==> src/rtl/nibble_serial_sub.sv <==
// Nibble-serial subtractor: DIFF = A - B - Bin, one 4-bit slice per clock, LSB nibble first.
// A single registered borrow carries between slices; valid/ready handshake on both sides.
module nibble_serial_sub #(
   parameter int unsigned NIBBLES = 4
) (
   input  logic                   clk,
   input  logic                   rst_n,
   input  logic                   in_valid,
   output logic                   in_ready,
   input  logic [4*NIBBLES-1:0]   A,
   input  logic [4*NIBBLES-1:0]   B,
   input  logic                   Bin,
   output logic                   out_valid,
   input  logic                   out_ready,
   output logic [4*NIBBLES-1:0]   DIFF,
   output logic                   Bout,
   output logic                   OVF
);

   localparam int unsigned W    = 4 * NIBBLES;
   localparam int unsigned CntW = (NIBBLES > 1) ? $clog2(NIBBLES) : 1;
   localparam logic [CntW-1:0] LastCnt = CntW'(NIBBLES - 1);

   localparam logic [1:0] IDLE = 2'd0;
   localparam logic [1:0] RUN  = 2'd1;
   localparam logic [1:0] DONE = 2'd2;

   logic [1:0]      state_q, state_d;
   logic [CntW-1:0] cnt_q, cnt_d;
   logic [W-1:0]    a_q, a_d;
   logic [W-1:0]    b_q, b_d;
   logic [W-1:0]    diff_q, diff_d;
   logic            borrow_q, borrow_d;
   logic            bout_q, bout_d;
   logic            ovf_q, ovf_d;
   logic            out_valid_q, out_valid_d;

   logic [3:0]      a_nib, b_nib;
   logic [4:0]      sub;

   always_comb begin
      state_d     = state_q;
      cnt_d       = cnt_q;
      a_d         = a_q;
      b_d         = b_q;
      diff_d      = diff_q;
      borrow_d    = borrow_q;
      bout_d      = bout_q;
      ovf_d       = ovf_q;
      out_valid_d = out_valid_q;

      a_nib = a_q[4*cnt_q +: 4];
      b_nib = b_q[4*cnt_q +: 4];
      // Bit 4 of the 5-bit difference is the borrow out of this slice.
      sub   = {1'b0, a_nib} - {1'b0, b_nib} - {4'b0000, borrow_q};

      case (state_q)
         IDLE: begin
            if (in_valid) begin
               a_d      = A;
               b_d      = B;
               borrow_d = Bin;
               cnt_d    = '0;
               diff_d   = '0;
               bout_d   = 1'b0;
               ovf_d    = 1'b0;
               state_d  = RUN;
            end
         end
         RUN: begin
            diff_d[4*cnt_q +: 4] = sub[3:0];
            borrow_d             = sub[4];
            cnt_d                = cnt_q + 1'b1;
            if (cnt_q == LastCnt) begin
               cnt_d       = '0;
               bout_d      = sub[4];
               ovf_d       = (a_q[W-1] ^ b_q[W-1]) & (sub[3] ^ a_q[W-1]);
               out_valid_d = 1'b1;
               state_d     = DONE;
            end
         end
         DONE: begin
            if (out_ready) begin
               out_valid_d = 1'b0;
               state_d     = IDLE;
            end
         end
         default: state_d = IDLE;
      endcase
   end

   always_ff @(posedge clk or negedge rst_n) begin
      if (!rst_n) begin
         state_q     <= IDLE;
         cnt_q       <= '0;
         a_q         <= '0;
         b_q         <= '0;
         diff_q      <= '0;
         borrow_q    <= 1'b0;
         bout_q      <= 1'b0;
         ovf_q       <= 1'b0;
         out_valid_q <= 1'b0;
      end else begin
         state_q     <= state_d;
         cnt_q       <= cnt_d;
         a_q         <= a_d;
         b_q         <= b_d;
         diff_q      <= diff_d;
         borrow_q    <= borrow_d;
         bout_q      <= bout_d;
         ovf_q       <= ovf_d;
         out_valid_q <= out_valid_d;
      end
   end

   assign in_ready  = rst_n && (state_q == IDLE);
   assign out_valid = out_valid_q;
   assign DIFF      = diff_q;
   assign Bout      = bout_q;
   assign OVF       = ovf_q;

endmodule
==> config.mk <==
export PLATFORM = sky130hd
export DESIGN_NAME = nibble_serial_sub
export DESIGN_NICKNAME = d
export VERILOG_FILES = /design/src/rtl/nibble_serial_sub.sv
export SDC_FILE = /design/constraint.sdc
export NUM_CORES = 1
export LEC_CHECK = 0
export CORE_UTILIZATION = 40
export CTS_CLUSTER_SIZE = 16
export DETAILED_ROUTE_END_ITERATION = 10
export MAX_ROUTING_LAYER = met4
export PLACE_DENSITY = 0.65
export SLEW_MARGIN = 10
export SYNTH_ARGS = -nofsm -noshare
export SYNTH_HDL_FRONTEND = slang
export SYNTH_SLANG_ARGS = --single-unit
export TNS_END_PERCENT = 1
==> constraint.sdc <==
create_clock -name clk -period 4.99 [get_ports clk]
set_input_delay 0.998 -clock clk [delete_from_list [all_inputs] [get_ports clk]]
set_output_delay 0.998 -clock clk [all_outputs]
set_load 0.02 [all_outputs]
# --- Yosys cells after proc, flatten, opt, wreduce, memory -nomap -nowiden ---
# Index checks and enable logic that the tools add are counted.
# Widths: inputs -> output; s select.
word_totals:
  register_bits: 56
  input_bits: 37
  out_inout_bits: 20
op_classes:
  addsub: 4
  eq_ne: 6
  shifts: 4
  muxes: 20
  n_bitwise: 3
  reduce_logical: 9
ops:
  columns: ["op", "n"]
  rows:
  - ["$neg 4->34", 1]
  - ["$shift 4x34->16 const A", 1]
  - ["$shiftx 4x34->16", 1]
  - ["$pmux 16 s2", 1]
  - ["$shiftx 16x5->4", 2]
  - ["$bwmux 16", 1]
  - ["$mux 16", 1]
  - ["$mux 2", 5]
  - ["$reduce_and 3->1", 3]
  - ["$pmux 1 s2", 4]
  - ["$mux 1", 6]
  - ["$ne 2x2->1 const B", 3]
  - ["$pmux 2 s3", 1]
  - ["$sub 4x4->5", 1]
  - ["$sub 5x1->5", 1]
  - ["$eq 2x2->1 const B", 2]
  - ["$pmux 2 s2", 1]
  - ["$reduce_and 2->1", 2]
  - ["$reduce_bool 2->1", 2]
  - ["$add 2x1->2 const B", 1]
  - ["$eq 2x1->1 const B", 1]
  - ["$logic_not 2->1", 1]
  - ["$xor 1x1->1", 2]
  - ["$and 1x1->1", 1]
  - ["$logic_and 1x1->1", 1]

# --- Depth between registers and ports, before layout ---
# Gate-level depths: netlist of the first run.
logic_depth:
  ltp_word: 7
  mapped_depth: 11
  mapped_depth_nobuf: 9

# --- Worst setup path after synthesis of the first run ---
# No wires, ideal clock.
synth_path:
  path_type: "register to register"
  startpoint: "register cnt_q[0]"
  endpoint: "register ovf_q, in the netlist OVF"
  arrival_ns: 2.946
  t_required_ns: 4.864
  slack_ns: 1.918
  stages_incl_launch_ff: 11
  synth_period_minus_slack_ns: 3.072
  path_cell_list: "dfrtp_1 > buf_2 > buf_4 > mux4_2 > ha_1 > inv_1 > ha_1 > or4b_1 > a2bb2oi_1 > and3_4 > a221o_1"
synth_via:
  elab_chain_cells: 7
  elab_cells_between_ends: 11
  classes_between: "add/sub (2); eq/ne (2); shift (2); mux (2); bitwise (2); reduce/logical (1)"
synth_lines:
  columns: ["element", "line", "text"]
  rows:
  - ["start, declared", "29", "logic [CntW-1:0] cnt_q, cnt_d;"]
  - ["start signal, assigned", "105", "cnt_q <= cnt_d;"]
  - ["$shiftx 16x5->4 (on tied branches)", "52, 53", null]
  - ["$sub 4x4->5", "55", "sub = {1'b0, a_nib} - {1'b0, b_nib} - {4'b0000, borrow_q};"]
  - ["$sub 5x1->5", "55", null]
  - ["$xor 1x1->1", "77", "ovf_d = (a_q[W-1] ^ b_q[W-1]) & (sub[3] ^ a_q[W-1]);"]
  - ["$and 1x1->1", "77", null]
  - ["$mux 1", "74", "if (cnt_q == LastCnt) begin"]
  - ["$pmux 1 s2", "57", "case (state_q)"]
  - ["end signal, assigned", "111", "ovf_q <= ovf_d;"]
  - ["end, declared", "35", "logic ovf_q, ovf_d;"]
# Several ways; a longest one is shown, not always the timed one. The select of a mux whose other input is x is not followed.
# A chain may end at the register's enable or synchronous reset.

# --- Worst setup path in the final report of the first run ---
# Same ends and word-level chain as after synthesis.

==> flow_summary.toml, run 1 <==
[power]
fin_total_pwr_mw = 2.484
max-vdd-ir-drop_uv = 385.9
power_density_nw_per_um2 = 739.2
p_leak_nw = 1.440

[timing]
max_freq_mhz = 296.1
fin_crit_ns = 3.377
setup_viol = 0
slew_viol_final = 0
final.period_utilization = 0.6768
finalHoldViolations = 0
slew_headroom = 0.4693
worst-slew-pin-transition_ns = 0.7944
skew_ns = 0.007476
final.setup.tns_ns = 0
fin_hold_ws_ns = 0.4923
rsz0062_at_grt = "no"

[finish]
final_cell_mix = "dfrtp_1 (56), clkdlybuf4s50_1 (55), mux2_1 (32)"
regArea_sq_um = 1401
syn_to_final_growth_pct = 26.88
multiInputGateArea_sq_um = 1166
final_common_cell = "dfrtp_1"
n_antenna_cell = 0
fillers = 577
drive_gt1_frac = 0.08730
final_net_count = 299

[drt]
wl_um = 4818
drc = 0
vias = 1716
antenna_left = 0
firstDrtPassIters = 4
wire_per_inst_um = 14.64
drtIter0Drc = 128
vias_per_cell = 5.216

[die]
die_area_sq_um = 6951
core.rowCount = 29
die_width_um = 83.38
start_util = 0.4148
fp.dieH_um = 83.38
placeableCoreArea_sq_um = 6386
io_pins = 57

[cts]
cts.path.max_buffers = 2
cts_htree_levels = 2
tritoncts = "yes"
clock-root-buffer = "clkbuf_8"
post-cts-setup-buffers = 0
ctsHoldBuffers = 0
cts_buffers = 5
clkTransAtPathRegs_ns = 0.10
cts_sinks = 56
ctsResizeCount = 0
clock_latency_ns = 0.30

[flow_run]
cap_violations = 0

[setup_path]
cp.arrival_ns = 3.56
critPathRequiredTime_ns = 5.18
rrSetupSlack_ns = 1.61
r2r_start = "cnt_q[0]$_DFFE_PN0P_"
crit_type = "flip-flop to flip-flop"
crit_path_end = "OVF$_DFFE_PN0P_"
ff2ff_path_depth = 8
critical_path.startpoint_type = "flip-flop"
crit_fanout = 16
startpoint = "cnt_q[0]$_DFFE_PN0P_"
r2r-end = "OVF$_DFFE_PN0P_"
endpoint_kind = "flip-flop"

[synth]
synth_cell_types = 40
syn_nets = 242
synthArstFlopShare = 1.000
ys_seq_area_frac = 0.5291
syn_area_per_cell_sq_um = 13.58
synth-edff-count = 0
synth_ff_type = "dfrtp_1"
ys_warn_count = 0
ys_ff_latch = 56
synth_area_sq_um = 2649
synthCells = 195

[global_route]
grt_pass1_wl_um = 8362
grt_max_degree = 57
grt_pass1_vias = 1682
antenna_found_initial = 0
globalRouteOverflowTotal = 0
grt_usage = 0.1545

[hold_path]
hold_start = "b_q[1]$_DFFE_PN0P_"
hold_class = "flip-flop to flip-flop"

[placed_design]
port_buffers = 56
gp_congestion = 0.7740
place_hpwl_um = 3435

[outcome]
status = "finished, final reports clean"
==> sequential cells by signal, indices dropped and copies added, names as in the netlist <==
signal     flops
out_valid      1
borrow_q       1
cnt_q          2
OVF            1
Bout           1
a_q           16
DIFF          16
b_q           16
state_q        2
==> critical path, stage by stage (launching register included) <==
cell	delay, ns
dfrtp_1	0.85
mux4_2	0.60
ha_1	0.29
inv_1	0.04
ha_1	0.37
or4b_1	0.49
a2bb2oi_1	0.15
and3_4	0.19
a221o_1	0.29
==> routing by layer <==
layer / vias to the layer above / wire (um) / track usage
met5: - / 0 / -
met1: 839 / 2417 / 0.2286
met2: 44 / 2207 / 0.2213
li1: 833 / - / -
met3: 0 / 193 / 0.03280
met4: 0 / 0 / 0.02821
==> cell usage after synthesis, types with 2 or more instances <==
library cell | number | area [sq um]
a21oi_1 | 7 | 35.03
a22o_1 | 16 | 140.1
and3_1 | 2 | 12.51
buf_2 | 6 | 30.03
dfrtp_1 | 56 | 1401
fa_1 | 2 | 40.04
ha_1 | 8 | 100.1
inv_1 | 12 | 45.04
mux2_1 | 32 | 360.4
mux4_2 | 7 | 157.7
nand2_1 | 9 | 33.78
nor2_1 | 2 | 7.510
nor3b_1 | 4 | 30.03
o21ai_1 | 4 | 20.02
o31ai_1 | 2 | 15.01
xnor2_1 | 2 | 17.52
==> power by group <==
group          total, mW  switching (mW)  leakage (nW)  internal [mW]
clock network      0.238           0.143        0.0400         0.0956
logic               1.44           0.735         0.706          0.700
registers          0.811           0.155         0.694          0.656
==> layout make-up <==
type | instances | share of cell area
Inverter | 12 | 0.01340
Clock buffer | 5 | 0.02048
Multi-Input combinational cell | 119 | 0.3470
Timing Repair Buffer | 58 | 0.1698
Sequential cell | 56 | 0.4170
Tap cell | 77 | 0.02867
Clock inverter | 2 | 0.003723
==> per-stage QoR <==
step	setup WS, ns	utilization	instance area [sq um]	cells
CTS	1.603	0.5263	3361	329
finish	1.613	0.5263	3361	329
detailed placement	1.612	0.5135	3279	322
global placement	1.659	0.5135	3279	322
floorplan	1.918	-	2649	195
global route	1.389	0.5263	3361	329
==> logic make-up after synthesis <==
kind of cell | count (synthesis) | synth area share
flip-flops | 56 | 0.5290
multiplexers | 41 | 0.2050
AO/OA/AOI/OAI | 35 | 0.1001
AND/OR/NAND/NOR | 31 | 0.07370
buffers and inverters | 20 | 0.03259
adder cells (fa/ha/maj) | 10 | 0.05291
XOR/XNOR | 2 | 0.006614
==> how the worst min path moves through the flow <==
stage,to,slack [ns],depth (start not counted)
global route,b_q[14]$_DFFE_PN0P_,0.51,1
finish,b_q[1]$_DFFE_PN0P_,0.49,1
global placement,a_q[0]$_DFFE_PN0P_,0.47,1
detailed placement,b_q[0]$_DFFE_PN0P_,0.47,1
CTS,b_q[0]$_DFFE_PN0P_,0.50,1
floorplan,b_q[10]$_DFFE_PN0P_,0.45,1
(Power assumes the default switching activity.)
==> inputs of run 2 (changes only) <==
--- a/config.mk
+++ b/config.mk
@@ -9,7 +9,7 @@
 export CTS_CLUSTER_SIZE = 16
 export DETAILED_ROUTE_END_ITERATION = 10
 export MAX_ROUTING_LAYER = met4
-export PLACE_DENSITY = 0.65
+export PLACE_DENSITY = 0.68
 export SLEW_MARGIN = 10
 export SYNTH_ARGS = -nofsm -noshare
 export SYNTH_HDL_FRONTEND = slang
==> constraint.sdc (replaced) <==
create_clock -name clk -period 3.1 [get_ports clk]
set_input_delay 0.62 -clock clk [delete_from_list [all_inputs] [get_ports clk]]
set_output_delay 0.62 -clock clk [all_outputs]
set_load 0.02 [all_outputs]
==> run 2 against run 1 <==
Net effect:
- first-iteration DRC count decreased by 12%
- final cell count increased by 1.8%
- sequential share of layout area decreased by 0.72 points
- global-route usage increased by 1.5 points
- power increased by 68%
- die area unchanged
- wire length increased by 5.9%
- clock-buffer cell count unchanged
- sequential power increased by 57%
- setup slack got worse by 1.5 ns
- register-to-register slack got worse by 1.5 ns
- via count increased by 0.87%
- highest routed layer is now met4
==> flow_summary.toml, run 2 (synthesis results as in run 1) <==
[hold_path]
hold_class = "flip-flop to flip-flop"

[cts]
tritoncts = "yes"
ctsHoldBuffers = 0
cts_sinks = 56
post-cts-setup-buffers = 0
ctsResizeCount = 0
cts_buffers = 5
cts_htree_levels = 2
clkTransAtPathRegs_ns = 0.11
clock_latency_ns = 0.31
cts.path.max_buffers = 2
clock-root-buffer = "clkbuf_8"

[setup_path]
critPathRequiredTime_ns = 3.31
endpoint_kind = "flip-flop"
cp.arrival_ns = 3.17
crit_type = "flip-flop to flip-flop"
crit_fanout = 16
critical_path.startpoint_type = "flip-flop"

[outcome]
status = "finished, final reports clean"

[die]
io_pins = 57
start_util = 0.4148
core.rowCount = 29
placeableCoreArea_sq_um = 6386
die_area_sq_um = 6951
die_width_um = 83.38
fp.dieH_um = 83.38

[global_route]
antenna_found_initial = 0
grt_pass1_vias = 1731
globalRouteOverflowTotal = 0
grt_usage = 0.1700
grt_pass1_wl_um = 8949
grt_max_degree = 57

[placed_design]
place_hpwl_um = 3723
port_buffers = 56
gp_congestion = 0.8310
dp.cells = 327
dpl_cell_area_sq_um = 3329

[finish]
n_antenna_cell = 0
final_common_cell = "dfrtp_1"
syn_to_final_growth_pct = 29.10
final_net_count = 304
postLayoutCellArea_sq_um = 3420
utilization = 0.5355
drive_gt1_frac = 0.1085
final_cell_mix = "dfrtp_1 (56), clkdlybuf4s50_1 (55), mux2_1 (32)"
final_cells = 335

[timing]
finalHoldViolations = 0
fin_crit_ns = 2.958
final.period_utilization = 0.9541
slew_viol_final = 0
slew_headroom = 0.5302
max_freq_mhz = 338.1
worst-slew-pin-transition_ns = 0.7048
setup_viol = 0
final.setup.tns_ns = 0
skew_ns = 0.01210
rsz0062_at_grt = "no"

[power]
power_density_nw_per_um2 = 1217
pwr-share-clk = 0.097
p_int_mw = 2.436
p_leak_nw = 1.473
netSwitchingFraction = 0.4147
seqPwrFrac = 0.304
pwr-share-comb = 0.599
switchingPower_mw = 1.726
max-vdd-ir-drop_uv = 689.0

[drt]
vias_per_cell = 5.167
firstDrtPassIters = 4
drc = 0
wire_per_inst_um = 15.22
vias = 1731
wl_um = 5100
antenna_left = 0
drtIter0Drc = 113

[flow_run]
cap_violations = 0
[run 2: path summary, 6_finish.rpt]
kind,start,endpoint,slack [ns],cells past startpoint
worst max-delay path,cnt_q[0]$_DFFE_PN0P_,OVF$_DFFE_PN0P_,0.14,8
worst min-delay path,b_q[0]$_DFFE_PN0P_,b_q[0]$_DFFE_PN0P_,0.49,1
worst max register to register,cnt_q[0]$_DFFE_PN0P_,OVF$_DFFE_PN0P_,0.14,8
worst min register to register,b_q[0]$_DFFE_PN0P_,b_q[0]$_DFFE_PN0P_,0.49,1
max in group asynchronous,rst_n,out_valid$_DFFE_PN0P_,2.10,2
min in group asynchronous,rst_n,cnt_q[1]$_DFFE_PN0P_,0.52,2
[run 2: routing by layer]
layer,GRT usage,vias up,share of wire
met2,0.2407,40,0.46
li1,-,839,-
met4,0.04702,0,0.010
met3,0.03280,5,0.033
met5,-,-,0
met1,0.2498,847,0.50
[run 2: worst max-delay path: stages, from the launching register on]
cell	delay [ns]
dfrtp_1	0.39
buf_12	0.17
mux4_2	0.52
fa_1	0.40
ha_1	0.24
or4b_1	0.51
a2bb2oi_1	0.16
and3_4	0.19
a221o_1	0.28
[run 2: layout make-up]
cell class	instances	area, sq um
clock buffers	5	68.82
clock inverters	3	21.27
fillers	580	2967
inverters	12	45.04
multi-input cells	119	1166
flip-flops and latches	56	1401
well taps	77	96.34
repair buffers	63	620.6
[run 2: per-stage QoR]
stage	hold slack (ns)	setup slack, ns	total power [mW]
finish	0.4946	0.1423	4.163
global route	0.5176	0.01771	4.531
CTS	0.4988	0.1322	4.214
detailed placement	0.4745	0.1514	3.804
global placement	0.4655	0.1928	3.758
floorplan	0.3244	0.02804	3.003
[run 2: power groups by stage]
stage               Sequential (mW)  Clock, mW  Combinational, mW
floorplan                      1.29          0               1.71
global placement               1.28          0               2.48
detailed placement             1.29          0               2.52
CTS                            1.27      0.419               2.52
global route                   1.31      0.449               2.77
finish                         1.27      0.404               2.49
==> inputs of run 3 (changes only) <==
--- a/config.mk
+++ b/config.mk
@@ -5,11 +5,14 @@
 export SDC_FILE = /design/constraint.sdc
 export NUM_CORES = 1
 export LEC_CHECK = 0
-export CORE_UTILIZATION = 40
+export CELL_PAD_IN_SITES_DETAIL_PLACEMENT = 1
+export CELL_PAD_IN_SITES_GLOBAL_PLACEMENT = 2
+export CORE_MARGIN = 5
+export CORE_UTILIZATION = 31
 export CTS_CLUSTER_SIZE = 16
 export DETAILED_ROUTE_END_ITERATION = 10
 export MAX_ROUTING_LAYER = met4
-export PLACE_DENSITY = 0.68
+export PLACE_DENSITY_LB_ADDON = 0.1
 export SLEW_MARGIN = 10
 export SYNTH_ARGS = -nofsm -noshare
 export SYNTH_HDL_FRONTEND = slang
==> run 3 against run 2 <==
Net effect:
- utilization down 11 points
- register-to-register slack about the same
- clock skew down 0.0039 ns
- clock-buffer cell count up 1
- first-iteration DRC count down 65%
- sequential share of layout area down 0.91 points
- sequential power about the same
- worst hold slack worse by 0.0025 ns
- design area up 2.3%
- critical endpoint unchanged
==> flow_summary.toml, run 3 (synthesis results as in run 1) <==
[timing]
skew_ns = 0.008166
final.setup.tns_ns = 0
rsz0062_at_grt = "no"
fin_crit_ns = 2.957
final.period_utilization = 0.9539
setup_viol = 0
slew_viol_final = 0
worst-slew-pin-transition_ns = 0.7142
finalHoldViolations = 0
slew_headroom = 0.5239
max_freq_mhz = 338.2

[setup_path]
crit_chain = "buf_4 > mux4_2 > fa_1 > ha_1 > or4b_1 > a2bb2oi_1 > and3_4 > a221o_1"
cp.arrival_ns = 3.15
crit_type = "flip-flop to flip-flop"
path_buf_inv = 1
critPathRequiredTime_ns = 3.30
rrSetupSlack_ns = 0.14
crit_slowest_cell = "mux4_2"
crit_fanout = 5
endpoint_kind = "flip-flop"
slowest_delay_ns = 0.53
cp_top_family = "simple AND/OR/NAND/NOR gates"
critical_path.startpoint_type = "flip-flop"

[cts]
post-cts-setup-buffers = 0
clkTransAtPathRegs_ns = 0.10
clock-root-buffer = "clkbuf_8"
cts.path.max_buffers = 2
clock_latency_ns = 0.31
cts_htree_levels = 2
cts_sinks = 56
ctsResizeCount = 0
ctsHoldBuffers = 0
tritoncts = "yes"
cts_buffers = 5

[power]
p_int_mw = 2.538
netSwitchingFraction = 0.4167
seqPwrFrac = 0.291
max-vdd-ir-drop_uv = 386.8
p_leak_nw = 1.496
switchingPower_mw = 1.813
power_density_nw_per_um2 = 1244
pwr-share-comb = 0.602
pwr-share-clk = 0.108

[global_route]
globalRouteOverflowTotal = 0
grt_max_degree = 57
antenna_found_initial = 0
grt_pass1_wl_um = 10290
grt_usage = 0.1314
grt_pass1_vias = 1971

[finish]
n_antenna_cell = 0
fillers = 884
final_common_cell = "dfrtp_1"
final_cell_mix = "dfrtp_1 (56), clkdlybuf4s50_1 (55), mux2_1 (32)"
drive_gt1_frac = 0.1154
final_cells = 365
final_net_count = 306
syn_to_final_growth_pct = 32.03

[drt]
antenna_left = 0
wire_per_inst_um = 16.98
vias = 1797
firstDrtPassIters = 4
drc = 0
vias_per_cell = 4.923
drtIter0Drc = 40
wl_um = 6199

[placed_design]
gp_congestion = 0.7720
dp.cells = 357
port_buffers = 56
place_hpwl_um = 4715

[die]
io_pins = 57
core.rowCount = 33
start_util = 0.3208
fp.dieH_um = 102.4
die_area_sq_um = 10490
placeableCoreArea_sq_um = 8258
die_width_um = 102.4

[outcome]
status = "finished, final reports clean"

[hold_path]
hold_class = "flip-flop to flip-flop"

[flow_run]
cap_violations = 0
run 3: cell types whose count changed in the layout (fill, tap and decap cells not counted), sizes merged:
cell / before / now
bufinv: 0 / 1
buf: 8 / 10
clkbuf: 5 / 6
clkinvlp: 1 / 0
inv: 13 / 12
run 3: final cells by class:
| class | count | area, sq um | share of cell area |
|---|---|---|---|
| Clock buffer | 6 | 72.57 | 0.02075 |
| Clock inverter | 2 | 35.03 | 0.01002 |
| Inverter | 12 | 45.04 | 0.01288 |
| Multi-Input combinational cell | 119 | 1172 | 0.3352 |
| Sequential cell | 56 | 1401 | 0.4007 |
| Tap cell | 105 | 131.4 | 0.03757 |
| Timing Repair Buffer | 65 | 639.4 | 0.1828 |
run 3: final timing paths:
check,endpoint,cells past startpoint,startpoint
max in group asynchronous,b_q[1]$_DFFE_PN0P_,2,rst_n
worst min-delay path,a_q[3]$_DFFE_PN0P_,1,a_q[3]$_DFFE_PN0P_
min in group asynchronous,DIFF[13]$_DFFE_PN0P_,2,rst_n
worst min register to register,a_q[3]$_DFFE_PN0P_,1,a_q[3]$_DFFE_PN0P_
worst max-delay path,OVF$_DFFE_PN0P_,8,cnt_q[0]$_DFFE_PN0P_
worst max register to register,OVF$_DFFE_PN0P_,8,cnt_q[0]$_DFFE_PN0P_
run 3: power by group through the flow:
stage	combinational (mW)	clock (mW)	sequential, mW
6_report	2.62	0.469	1.26
3_3_place_gp	2.60	0	1.28
4_1_cts	2.65	0.500	1.27
3_5_place_dp	2.64	0	1.29
5_1_grt	2.91	0.531	1.32
2_1_floorplan	1.71	0	1.29
run 3: metrics by stage:
step	worst slack, ns	utilization	hold WS, ns	power, mW	area [sq um]
floorplan	0.02804	-	0.3244	3.003	2649
global route	0.01641	0.4235	0.5125	4.757	3497
detailed placement	0.1363	0.4092	0.4766	3.924	3379
CTS	0.1210	0.4223	0.5008	4.418	3487
finish	0.1428	0.4235	0.4921	4.352	3497
global placement	0.1749	0.4092	0.4690	3.878	3379
run 3: per-layer routing:
| metal | wire length [um] | GRT usage |
|---|---|---|
| met5 | 0 | - |
| met4 | 89 | 0.03633 |
| met3 | 230 | 0.02799 |
| met2 | 2821 | 0.1981 |
| met1 | 3058 | 0.1791 |
